$ cat config.mk
export PLATFORM = sky130hd
export DESIGN_NAME = phase_decoder
export DESIGN_NICKNAME = d
export VERILOG_FILES = /design/src/rtl/phase_decoder.sv
export SDC_FILE = /design/constraint.sdc
export NUM_CORES = 1
export LEC_CHECK = 0
export BUFFER_PORTS_ARGS = -buffer_cell sky130_fd_sc_hd__buf_4
export CORE_UTILIZATION = 50
export CTS_CLUSTER_SIZE = 24
export DETAILED_ROUTE_END_ITERATION = 16
export GPL_TIMING_DRIVEN = 0
export MAX_ROUTING_LAYER = met4
export PLACE_DENSITY = 0.83
export SLEW_MARGIN = 40
export SYNTH_ARGS = -nofsm -noshare
export SYNTH_HDL_FRONTEND = slang
export SYNTH_SLANG_ARGS = --single-unit
$ cat constraint.sdc
create_clock -name clock -period 3.1 [get_ports clock]
set_clock_uncertainty 0.1 [all_clocks]
set_input_delay 0.155 -clock clock [delete_from_list [all_inputs] [get_ports clock]]
set_output_delay 0.155 -clock clock [all_outputs]
set_load 0.02 [all_outputs]
$ cat src/rtl/phase_decoder.sv
// phase_decoder: samples the one-hot phase bus from the five-phase sequencer,
// encodes it to a binary index, and checks that phases arrive in order.
// An order check runs while tracking. Order and encoding faults set sticky
// flags. Completed instruction cycles are counted with a saturating counter.
module phase_decoder #(
  parameter int NPHASE = 5,
  parameter int IDXW   = 3,
  parameter int CNTW   = 16
) (
  input  logic              clock,
  input  logic              reset,
  input  logic [NPHASE-1:0] phase,
  input  logic              hold,
  input  logic              clear_err,
  output logic [IDXW-1:0]   phase_idx,
  output logic              phase_valid,
  output logic              last_phase,
  output logic              cycle_done,
  output logic [CNTW-1:0]   instr_count,
  output logic              err_onehot,
  output logic              err_seq
);

  typedef enum logic {
    SYNC  = 1'b0,
    TRACK = 1'b1
  } state_t;

  localparam logic [IDXW-1:0] LAST_IDX = IDXW'(NPHASE - 1);

  state_t          state, state_n;
  logic            is_onehot;
  logic [IDXW-1:0] enc_idx;
  logic [IDXW-1:0] expected;
  logic [IDXW-1:0] idx_n;
  logic            valid_n;
  logic            last_n;
  logic            done_n;
  logic [CNTW-1:0] cnt_n;
  logic            err_onehot_n;
  logic            err_seq_n;

  // Decode the phase bus: count set bits and encode the position of the set bit.
  always_comb begin
    int unsigned ones;
    ones    = 0;
    enc_idx = '0;
    for (int unsigned i = 0; i < NPHASE; i++) begin
      if (phase[i]) begin
        ones    = ones + 1;
        enc_idx = IDXW'(i);
      end
    end
    is_onehot = (ones == 1);
  end

  // The phase expected this cycle, relative to the last accepted index.
  always_comb begin
    if (hold) begin
      expected = phase_idx;
    end else if (phase_idx == LAST_IDX) begin
      expected = '0;
    end else begin
      expected = phase_idx + IDXW'(1);
    end
  end

  // Next state and next registered outputs.
  always_comb begin
    state_n      = state;
    idx_n        = phase_idx;
    valid_n      = phase_valid;
    last_n       = last_phase;
    done_n       = 1'b0;
    cnt_n        = instr_count;
    // A fresh error detected below overrides the clear.
    err_onehot_n = clear_err ? 1'b0 : err_onehot;
    err_seq_n    = clear_err ? 1'b0 : err_seq;

    case (state)
      SYNC: begin
        valid_n = 1'b0;
        last_n  = 1'b0;
        // Only a clean phase 0 starts tracking; anything else is silently ignored.
        if (is_onehot && (enc_idx == '0)) begin
          state_n = TRACK;
          idx_n   = '0;
          valid_n = 1'b1;
          last_n  = (LAST_IDX == '0);
        end
      end

      TRACK: begin
        if (!is_onehot) begin
          err_onehot_n = 1'b1;
          state_n      = SYNC;
          valid_n      = 1'b0;
          last_n       = 1'b0;
        end else if (enc_idx != expected) begin
          err_seq_n = 1'b1;
          state_n   = SYNC;
          valid_n   = 1'b0;
          last_n    = 1'b0;
        end else begin
          idx_n   = enc_idx;
          valid_n = 1'b1;
          last_n  = (enc_idx == LAST_IDX);
          // Accepted without hold after the last phase means a real wrap to 0.
          if (!hold && (phase_idx == LAST_IDX)) begin
            done_n = 1'b1;
            if (instr_count != '1) begin
              cnt_n = instr_count + CNTW'(1);
            end
          end
        end
      end

      default: begin
        state_n = SYNC;
        valid_n = 1'b0;
        last_n  = 1'b0;
      end
    endcase
  end

  // State and output registers; reset discards all tracking immediately.
  always_ff @(posedge clock or negedge reset) begin
    if (!reset) begin
      state       <= SYNC;
      phase_idx   <= '0;
      phase_valid <= 1'b0;
      last_phase  <= 1'b0;
      cycle_done  <= 1'b0;
      instr_count <= '0;
      err_onehot  <= 1'b0;
      err_seq     <= 1'b0;
    end else begin
      state       <= state_n;
      phase_idx   <= idx_n;
      phase_valid <= valid_n;
      last_phase  <= last_n;
      cycle_done  <= done_n;
      instr_count <= cnt_n;
      err_onehot  <= err_onehot_n;
      err_seq     <= err_seq_n;
    end
  end

endmodule

* After elaboration in Yosys (flattened, before gate mapping)
Index checks and enable logic that the tools add are counted.
Word-level totals: register bits 24, bits in latches 0, memory bits (writable) 0, bits in read-only memories 0, output and inout bits 24, word-level logic and storage cells 62, memories kept 0
Cells by class: add/subtract/negate cells 6, $mul 0, divide/modulo/power cells 0, $lt $le $gt $ge 0, equal/unequal tests 8, shifts and indexed selects 0, mux-type cells 33, bitwise operators 2, reductions and logical operators 6
Operator list (number):
- adder 32 x 1 -> 32 bit (second input constant) | 4
- 2-to-1 mux 32 bit | 4
- equality test 32 x 1 -> 1 bit (second input constant) | 1
- 2-to-1 mux 3 bit | 8
- 2-to-1 mux 1 bit | 18
- adder 16 x 1 -> 16 bit (second input constant) | 1
- inequality test 16 bit (second input constant) | 1
- equality test 3 bit (second input constant) | 2
- case mux 3 bit (2 select lines) | 1
- AND reduction 5 bit | 1
- inequality test 2 bit (second input constant) | 2
- case mux 1 bit (2 select lines) | 2
- adder 3 x 1 -> 3 bit (second input constant) | 1
- logical NOT 3 bit | 1
- inequality test 3 bit | 1
- AND reduction 3 bit | 1
- logical AND 1 bit | 2
- inequality test 2 x 1 -> 1 bit (second input constant) | 1
- inverter 1 bit | 2
- logical NOT 1 bit | 1

* Longest topological paths before layout
Gate-level depths: netlist (run 1).
depth after elaboration 13, gate-level depth with buffers 12, depth with buffers taken out 11

* Least setup slack after synthesis (run 1)
No wires, ideal clock.
kind input to register, start point input phase[0], end point register instr_count[1], setup time 0.125 ns, data arrival time 2.647 ns, slack 0.229 ns, cell stages on the path 11, path buffers 0, cell sequence inv_1 ha_1 xor2_1 ha_1 mux2_2 ha_1 xnor3_1 and3_1 a31oi_4 nor3_2 mux2_2
Between the ends: longest elaborated chain between the ends 11
RTL lines:
- start: declaration | RTL line 12 | input logic [NPHASE-1:0] phase,
- 2-to-1 mux 1 bit (*) | RTL line 49 | if (phase[i]) begin
- adder 32 x 1 -> 32 bit | RTL line 50 | ones = ones + 1;
- 2-to-1 mux 32 bit (*) | RTL line 49
- adder 32 x 1 -> 32 bit | RTL line 50
- 2-to-1 mux 32 bit (*) | RTL line 49
- adder 32 x 1 -> 32 bit | RTL line 50
- 2-to-1 mux 32 bit (*) | RTL line 49
- adder 32 x 1 -> 32 bit | RTL line 50
- 2-to-1 mux 32 bit (*) | RTL line 49
- equality test 32 x 1 -> 1 bit (*) | RTL line 54 | is_onehot = (ones == 1);
- AND reduction 5 bit (no line) (*)
- end signal: assignment | RTL line 143 | instr_count <= cnt_n;
- end: declaration | RTL line 19 | output logic [CNTW-1:0] instr_count,
Every way passes the cells marked *; elsewhere a longest branch is shown, timed or not. A chain may end at the register's enable or synchronous reset.

* Worst setup path after layout (run 1)
start point input phase[1], end point register phase_idx[1]
Between the ends: longest elaborated chain between the ends 11
RTL lines:
- 2-to-1 mux 32 bit | RTL line 49
- adder 32 x 1 -> 32 bit | RTL line 50
- 2-to-1 mux 32 bit | RTL line 49
- adder 32 x 1 -> 32 bit | RTL line 50
- 2-to-1 mux 32 bit | RTL line 49
- adder 32 x 1 -> 32 bit | RTL line 50
- 2-to-1 mux 32 bit | RTL line 49
- equality test 32 x 1 -> 1 bit | RTL line 54
- logical AND 1 bit | RTL line 85 | if (is_onehot && (enc_idx == '0)) begin
- inequality test 2 bit (no line)
- AND reduction 3 bit (no line) (*)
- end signal: assignment | RTL line 139 | phase_idx <= idx_n;
- end: declaration | RTL line 15 | output logic [IDXW-1:0] phase_idx,
Marks and branches as above.

==> results of run 1 <==
==> repair_timing <==
item | in CTS | in global routing
endpoints found under the setup margin | 0 | 0
hold endpoints to repair | 26 | 0
hold buffers | 2 | 0
==> layout by cell type (no fill, tap or decap), drive strengths merged, types with 2 or more instances in the layout <==
cell         instances
and3                 2
a211oi               2
o22ai                2
o21bai               2
ha                   7
xnor2                4
a21oi                5
dlygate4sd3          2
clkbuf               5
nor3                13
nand4                6
nor3b                3
nand3                9
nand3b               3
mux2i                3
inv                 11
nor2                12
dfrtp               24
and4                 2
nand2b               2
mux2                 2
buf                 34
xor2                14
nand2               14
nand4b               3
==> per-stage QoR <==
step	std cells	hold WS, ps
after floorplan	165	-241
after global placement	239	-32.6
after detailed placement	239	-29.7
after CTS	245	64.6
after global routing	245	93.7
final	245	75.2
==> worst max-delay path: cells and delay by family <==
family / cells / cell delay [ps]
compound gates: 3 / 900
mux: 1 / 280
xor+xnor: 2 / 560
simple gates: 1 / 120
fa+ha+maj: 3 / 840
buf+inv: 2 / 140
==> area by class of cell <==
class / count / area [um2]
fill: 255 / 1110
multi-input combinational: 125 / 953
sequential: 24 / 601
timing repair buffer: 32 / 245
tap: 44 / 55.1
inverter: 11 / 41.3
clock buffer: 4 / 36.3
buffer: 5 / 36.3
==> state kept, by name (all words and copies together), names as in the netlist <==
| signal | count |
|---|---|
| cycle_done | 1 |
| err_onehot | 1 |
| err_seq | 1 |
| instr_count | 16 |
| last_phase | 1 |
| phase_idx | 3 |
| state | 1 |
==> synth_stat cells (all sizes together) (2+ instances only) <==
| cell type | count | area share, % |
|---|---|---|
| o22ai | 2 | 0.77 |
| nand3 | 9 | 2.8 |
| xor2 | 14 | 7.5 |
| nor3 | 13 | 6.1 |
| inv | 11 | 2.5 |
| xnor2 | 4 | 2.1 |
| nand2b | 2 | 0.77 |
| a21oi | 5 | 2.0 |
| and4 | 2 | 1.1 |
| nand2 | 14 | 3.2 |
| nor3b | 3 | 1.7 |
| dfrtp | 24 | 37 |
| a211oi | 2 | 0.92 |
| mux2 | 2 | 1.4 |
| and3 | 2 | 0.77 |
| o21bai | 2 | 0.92 |
| buf | 4 | 2.0 |
| ha | 7 | 5.4 |
| mux2i | 3 | 1.8 |
| nand4b | 3 | 1.6 |
| nor2 | 12 | 2.8 |
| nand3b | 3 | 1.4 |
| nand4 | 6 | 2.3 |
==> kinds of logic (layout without fill, tap and decap cells) <==
kind of cell	count (synthesis)	in the layout	share of synthesized area (%)
buffers and inverters	16	52	4.75
DFF	24	24	36.8
muxes	5	5	3.22
xor gates and xnor gates	20	20	12.5
adders and majority gates	7	7	5.37
AOI/OAI and AO/OA	21	21	11.7
and+or+nand+nor	72	72	25.7
==> layer usage <==
| layer | vias up | share of wire, % | global-route usage [%] | routed length (um) |
|---|---|---|---|---|
| met5 | - | 0 | - | 0 |
| met4 | 0 | 0.77 | 6.46 | 27 |
| met3 | 2 | 3.4 | 1.31 | 121 |
| met2 | 35 | 53 | 40.6 | 1850 |
| met1 | 667 | 43 | 25.9 | 1510 |
| li1 | 665 | - | - | - |
==> report_power, final <==
| part | internal, mW | switching (mW) |
|---|---|---|
| Combinational | 0.132 | 0.181 |
| Clock | 0.0716 | 0.0927 |
| Sequential | 0.334 | 0.0351 |
| Total | 0.538 | 0.309 |
==> how the worst min path moves through the flow <==
stage,startpoint,endpoint,depth (start not counted)
2_1_floorplan,reset,cycle_done$_DFF_PN0_,0
3_3_place_gp,reset,err_seq$_DFF_PN0_,1
3_5_place_dp,reset,err_onehot$_DFF_PN0_,1
4_1_cts,phase[1],state$_DFF_PN0_,4
5_1_grt,phase[1],state$_DFF_PN0_,4
6_report,phase[1],state$_DFF_PN0_,4
==> run_results.csv, run 1 <==
group,metric,value,unit
sta,slew_viol_final,0,
sta,fin_ws,196,ps
setup_path,path_class,"in2reg",
logic_synthesis,postSynthCellCount,165,
clocking,htree_num_levels,1,
hold_path,hold_path.class,"in2reg",
placement,gp_congestion,0.846,
placement,pre_cts_slack,-84.1,ps
detailed_routing,drc,0,
setup_path,endpoint,"phase_idx[1]$_DFFE_PN0P_",
die,rows,20,
clocking,cts_setup_buffers,0,
detailed_routing,ant_nets,0,
logic_synthesis,synth_cell_type_count,43,
die,die_area,3500,um2
die,core_area,3080,um2
sta,rsz0062_at_grt,"false",
sta,period_share,93.7,%
grt,grt_usage,22.1,%
logic_synthesis,synth_fp_nets,181,
clocking,cts_buffers,3,
logic_synthesis,yosys_register_bits,24,
finish,nNetsFinal,218,
finish,utilization,63.9,%
detailed_routing,viasPerCell,5.59,
setup_path,worstPathRequired,3200,ps
setup_path,critPathMaxFanout,5,
finish,layout-drive-gt1-share,25.9,%
logic_synthesis,netlist_area,1630,um2
grt,grt_pass1_wl,5770,um
grt,grt_max_degree,25,
setup_path,crit_start,"phase[1]",
die,initial_core_util,53.0,%
die,ios,33,
sta,setup_violations,0,
setup_path,crit_chain,"buf_4 > inv_1 > ha_1 > xor2_1 > ha_1 > mux2_2 > ha_1 > xnor3_1 > nand2_1 > a21boi_0 > a21oi_2 > o32ai_1",
logic_synthesis,synth_edf_count,0,
sta,min_period,2900,ps
detailed_routing,post_drt_wl_per_cell,14.3,um
setup_path,rr_startpoint,"phase_idx[0]$_DFFE_PN0P_",
sta,maxSlewHeadroom,52.9,%
sta,worstMarginPinSlew,700,ps
setup_path,reg2reg_depth,8,
sta,tns,0,ps
setup_path,rrSetupSlack,570,ps
detailed_routing,vias,1369,
sta,hold_viol,0,
outcome,outcome,"finished clean",
clocking,cts_tree,"built",
setup_path,worst_path_most_repeated_cell,"ha_1",
logic_synthesis,synth_ff_type,"dfrtp_1",
detailed_routing,drtIter0Drc,34,
clocking,insertion_delay,310,ps
finish,syn_to_final_growth,20.6,%
logic_synthesis,syn_avg_cell_area,9.89,um2
placement,postPlaceCellArea,1910,um2
die,fp.dieW,59.1,um
pwr,power.leakage,0.927,nW
setup_path,slowest_delay,590,ps
detailed_routing,dr.pass1.iters,4,
setup_path,cp-start-kind,"input pin",
grt,grt_overflow_total,0,
finish,antenna_cells,0,
setup_path,critPathCaptureType,"flop",
clocking,cts_root_buffer,"clkbuf_4",
setup_path,reg2reg_to,"instr_count[1]$_DFFE_PN0P_",
clocking,clock_sinks,24,
setup_path,crit_path_top_delay_cell,"a21boi_0",
clocking,ctsResizeCount,0,
placement,dp_hpwl,2740,um
sta,clock.fmax,344,MHz
pwr,vdd_drop_max,303,uV
logic_synthesis,ys.warnings.count,0,
setup_path,crit_arrival,3010,ps
pwr,powerDensity,430,nW/um2
die,die_height,59.1,um
clocking,clk_path_buf_depth,2,
grt,grt_pass1_vias,1314,
detailed_routing,finalWirelength,3510,um
grt,antenna_found_initial,0,
placement,io_buffer_count,30,
pwr,power,0.846,mW
run,cap_violations,0,
finish,stdcell_area,1970,um2
logic_synthesis,async_flop_share,100,%
clocking,clkTransAtPathRegs,130,ps
logic_synthesis,ys_seq_area_share,36.8,%
No activity file was read; power rests on OpenSTA's default activity.
==> run 2, diff against run 1 <==
ABC_AREA = 1   (was default)
PLACE_DENSITY = 0.82   (was 0.83)
==> run_results.csv, run 2 <==
group,metric,value,unit
outcome,outcome,"finished clean",
clocking,cts_buffers,3,
setup_path,crit_chain,"buf_4 > inv_1 > ha_1 > inv_1 > nand2_1 > nand2_1 > ha_1 > nand2_1 > nand2_1 > ha_1 > or2_1 > nand2_2 > nand2_2 > a21oi_4 > nand4_4 > buf_6 > nand2_1 > nand2_1",
logic_synthesis,synth_ff_type,"dfrtp_1",
detailed_routing,viasPerCell,5.06,
logic_synthesis,synth_cell_type_count,26,
grt,grt_max_degree,25,
sta,rsz0062_at_grt,"false",
clocking,clock_sinks,24,
detailed_routing,vias,1701,
finish,nNetsFinal,307,
die,die_area,3770,um2
logic_synthesis,synth_top_area_share,34.1,%
placement,io_buffer_count,32,
finish,multiInputGateArea,1010,um2
finish,syn_to_final_growth,21.0,%
pwr,pwr-share-comb,15.4,%
hold_path,hold_end,"last_phase$_DFF_PN0_",
detailed_routing,post_drt_wl_per_cell,11.2,um
logic_synthesis,ys_seq_area_share,34.1,%
die,ios,33,
pwr,power_frac_seq,49.3,%
sta,clock.fmax,409,MHz
finish,top_register,"instr_count",
logic_synthesis,ys.warnings.count,0,
setup_path,worstPathRequired,3230,ps
logic_synthesis,postSynthCellCount,252,
logic_synthesis,synthMostInstantiatedCell,"nand2_1",
clocking,ctsResizeCount,0,
grt,grt_pass1_vias,1406,
pwr,powerDensity,300,nW/um2
setup_path,worst_path_most_repeated_cell,"nand2_1",
detailed_routing,dr.pass1.iters,4,
logic_synthesis,async_flop_share,100,%
logic_synthesis,synth_fp_nets,268,
placement,dp_hpwl,2930,um
setup_path,path_delay_family,"simple AND/OR/NAND/NOR gates",
detailed_routing,drc,0,
clocking,clk_path_buf_depth,2,
grt,grt_pass1_wl,6150,um
placement,postPlaceCellArea,2060,um2
grt,grt_usage,22.8,%
pwr,clkPwrFrac,35.4,%
setup_path,crit_arrival,2580,ps
detailed_routing,finalWirelength,3770,um
clocking,clkTransAtPathRegs,130,ps
finish,final_common_cell,"nand2_1",
sta,worstMarginPinSlew,373,ps
grt,grt_overflow_total,0,
setup_path,crit_path_top_delay_cell,"ha_1",
logic_synthesis,yosys_register_bits,24,
setup_path,slowest_delay,300,ps
clocking,cts_tree,"built",
sta,min_period,2440,ps
grt,antenna_found_initial,0,
sta,period_share,78.9,%
die,initial_core_util,52.4,%
placement,gp_congestion,0.892,
sta,hold_viol,0,
finish,regArea,601,um2
finish,utilization,63.4,%
detailed_routing,ant_nets,0,
run,cap_violations,0,
setup_path,rrSetupSlack,1010,ps
setup_path,rr_startpoint,"phase_idx[0]$_DFFE_PN0P_",
sta,whs,35.9,ps
finish,antenna_cells,0,
pwr,p_sw,0.159,mW
pwr,power.leakage,1.17,nW
clocking,cts_setup_buffers,0,
clocking,cts_root_buffer,"clkbuf_4",
finish,layout-drive-gt1-share,19.0,%
logic_synthesis,synth_edf_count,0,
clocking,insertion_delay,320,ps
pwr,swShare,24.8,%
logic_synthesis,synth_common_cells,"nand2_1, nand3_1, inv_1",
die,core_area,3360,um2
setup_path,reg2reg_to,"instr_count[14]$_DFFE_PN0P_",
setup_path,critPathCaptureType,"flop",
clocking,htree_num_levels,1,
logic_synthesis,netlist_area,1760,um2
die,fp.dieW,61.4,um
pwr,p_int,0.481,mW
sta,slew_viol_final,0,
finish,final_cell_mix,"nand2_1, nand3_1, buf_4",
logic_synthesis,syn_avg_cell_area,7.00,um2
hold_path,holdPathStages,3,
sta,setup_violations,0,
setup_path,reg2reg_depth,12,
finish,reg_top3,"instr_count: 16 flops, phase_idx: 3 flops",
hold_path,hold_path.class,"in2reg",
logic_synthesis,synth_largest_area_cell,"dfrtp_1",
clocking,cts_hold_buf,2,
setup_path,crit_buf_inv,4,
setup_path,cp-start-kind,"input pin",
hold_path,min_from,"phase[4]",
detailed_routing,drtIter0Drc,64,
finish,n_fill_cell,324,
sta,maxSlewHeadroom,74.9,%
pwr,power,0.640,mW
die,rows,21,
logic_synthesis,ys_top_cells_by_area,"dfrtp_1, nand2_1, nand3_1",
setup_path,critPathMaxFanout,10,
finish,stdcell_area,2130,um2
die,die_height,61.4,um
setup_path,path_class,"in2reg",
pwr,vdd_drop_max,286,uV
finish,largest_reg_flops,16,
sta,tns,0,ps
==> run 2: cell count changes after synthesis, sizes merged, moves of 5 or more <==
| cell | previous run | this run |
|---|---|---|
| nand2 | 14 | 94 |
| nand3 | 9 | 35 |
| nor3 | 13 | 7 |
| inv | 11 | 32 |
| o21ai | 1 | 6 |
==> run 2: worst max path at each step <==
stage | end | slack, ps | start | depth (start not counted)
detailed placement | instr_count[0]$_DFFE_PN0P_ | 310 | phase[1] | 18
CTS | instr_count[5]$_DFFE_PN0P_ | 660 | phase[1] | 18
global route | instr_count[5]$_DFFE_PN0P_ | 430 | phase[1] | 18
global placement | instr_count[1]$_DFFE_PN0P_ | 380 | phase[1] | 18
finish | instr_count[12]$_DFFE_PN0P_ | 660 | phase[1] | 18
floorplan | instr_count[2]$_DFFE_PN0P_ | 630 | phase[0] | 17
==> run 2: metrics by stage <==
stage	setup WS, ps	instances
floorplan	627	252
global placement	380	330
detailed placement	313	330
CTS	664	336
global route	426	336
finish	655	336
==> run 2: logic make-up (layout without fill, tap and decap cells) <==
group,Yosys count,in the layout,share of synthesized area [%]
xor gates and xnor gates,14,14,6.96
and+or+nand+nor,161,161,41.7
buffers and inverters,35,73,8.52
AOI/OAI and AO/OA,11,11,3.83
DFF,24,24,34.1
adders and majority gates,7,7,4.97
==> run 2: power groups by stage <==
| stage | clock [mW] | combinational, mW | sequential, mW |
|---|---|---|---|
| after CTS | 0.231 | 0.0984 | 0.316 |
| after global routing | 0.242 | 0.113 | 0.316 |
| after global placement | 0 | 0.0927 | 0.321 |
| final | 0.226 | 0.0983 | 0.315 |
| after detailed placement | 0 | 0.0960 | 0.321 |
| after floorplan | 0 | 0.0633 | 0.323 |
==> run 2: cell type report <==
class	instances	share of cell area, %
multi-input cells	193	47.4
clock buffers	3	1.06
flip-flops and latches	24	28.2
well taps	46	2.70
plain buffers	3	1.41
clock inverters	1	1.41
inverters	32	5.63
repair buffers	34	12.2
==> run 2: per-layer routing <==
| layer | vias to the layer above | track usage (%) | share of wire [%] |
|---|---|---|---|
| li1 | 886 | - | - |
| met1 | 770 | 32.0 | 50 |
| met2 | 41 | 33.4 | 45 |
| met3 | 4 | 4.83 | 4.4 |
| met4 | 0 | 6.35 | 1.1 |
| met5 | - | - | 0 |
==> run 2: worst register-to-register path, cell delays in order (launching register included) <==
cell	delay (ps)
dfrtp_1	440
inv_1	80
ha_1	220
nand2_1	70
nor2_1	80
nor2_1	110
nand2_1	60
nand2_1	80
nand4_1	200
nor2_4	260
buf_6	170
nand3_1	80
nand2_1	70
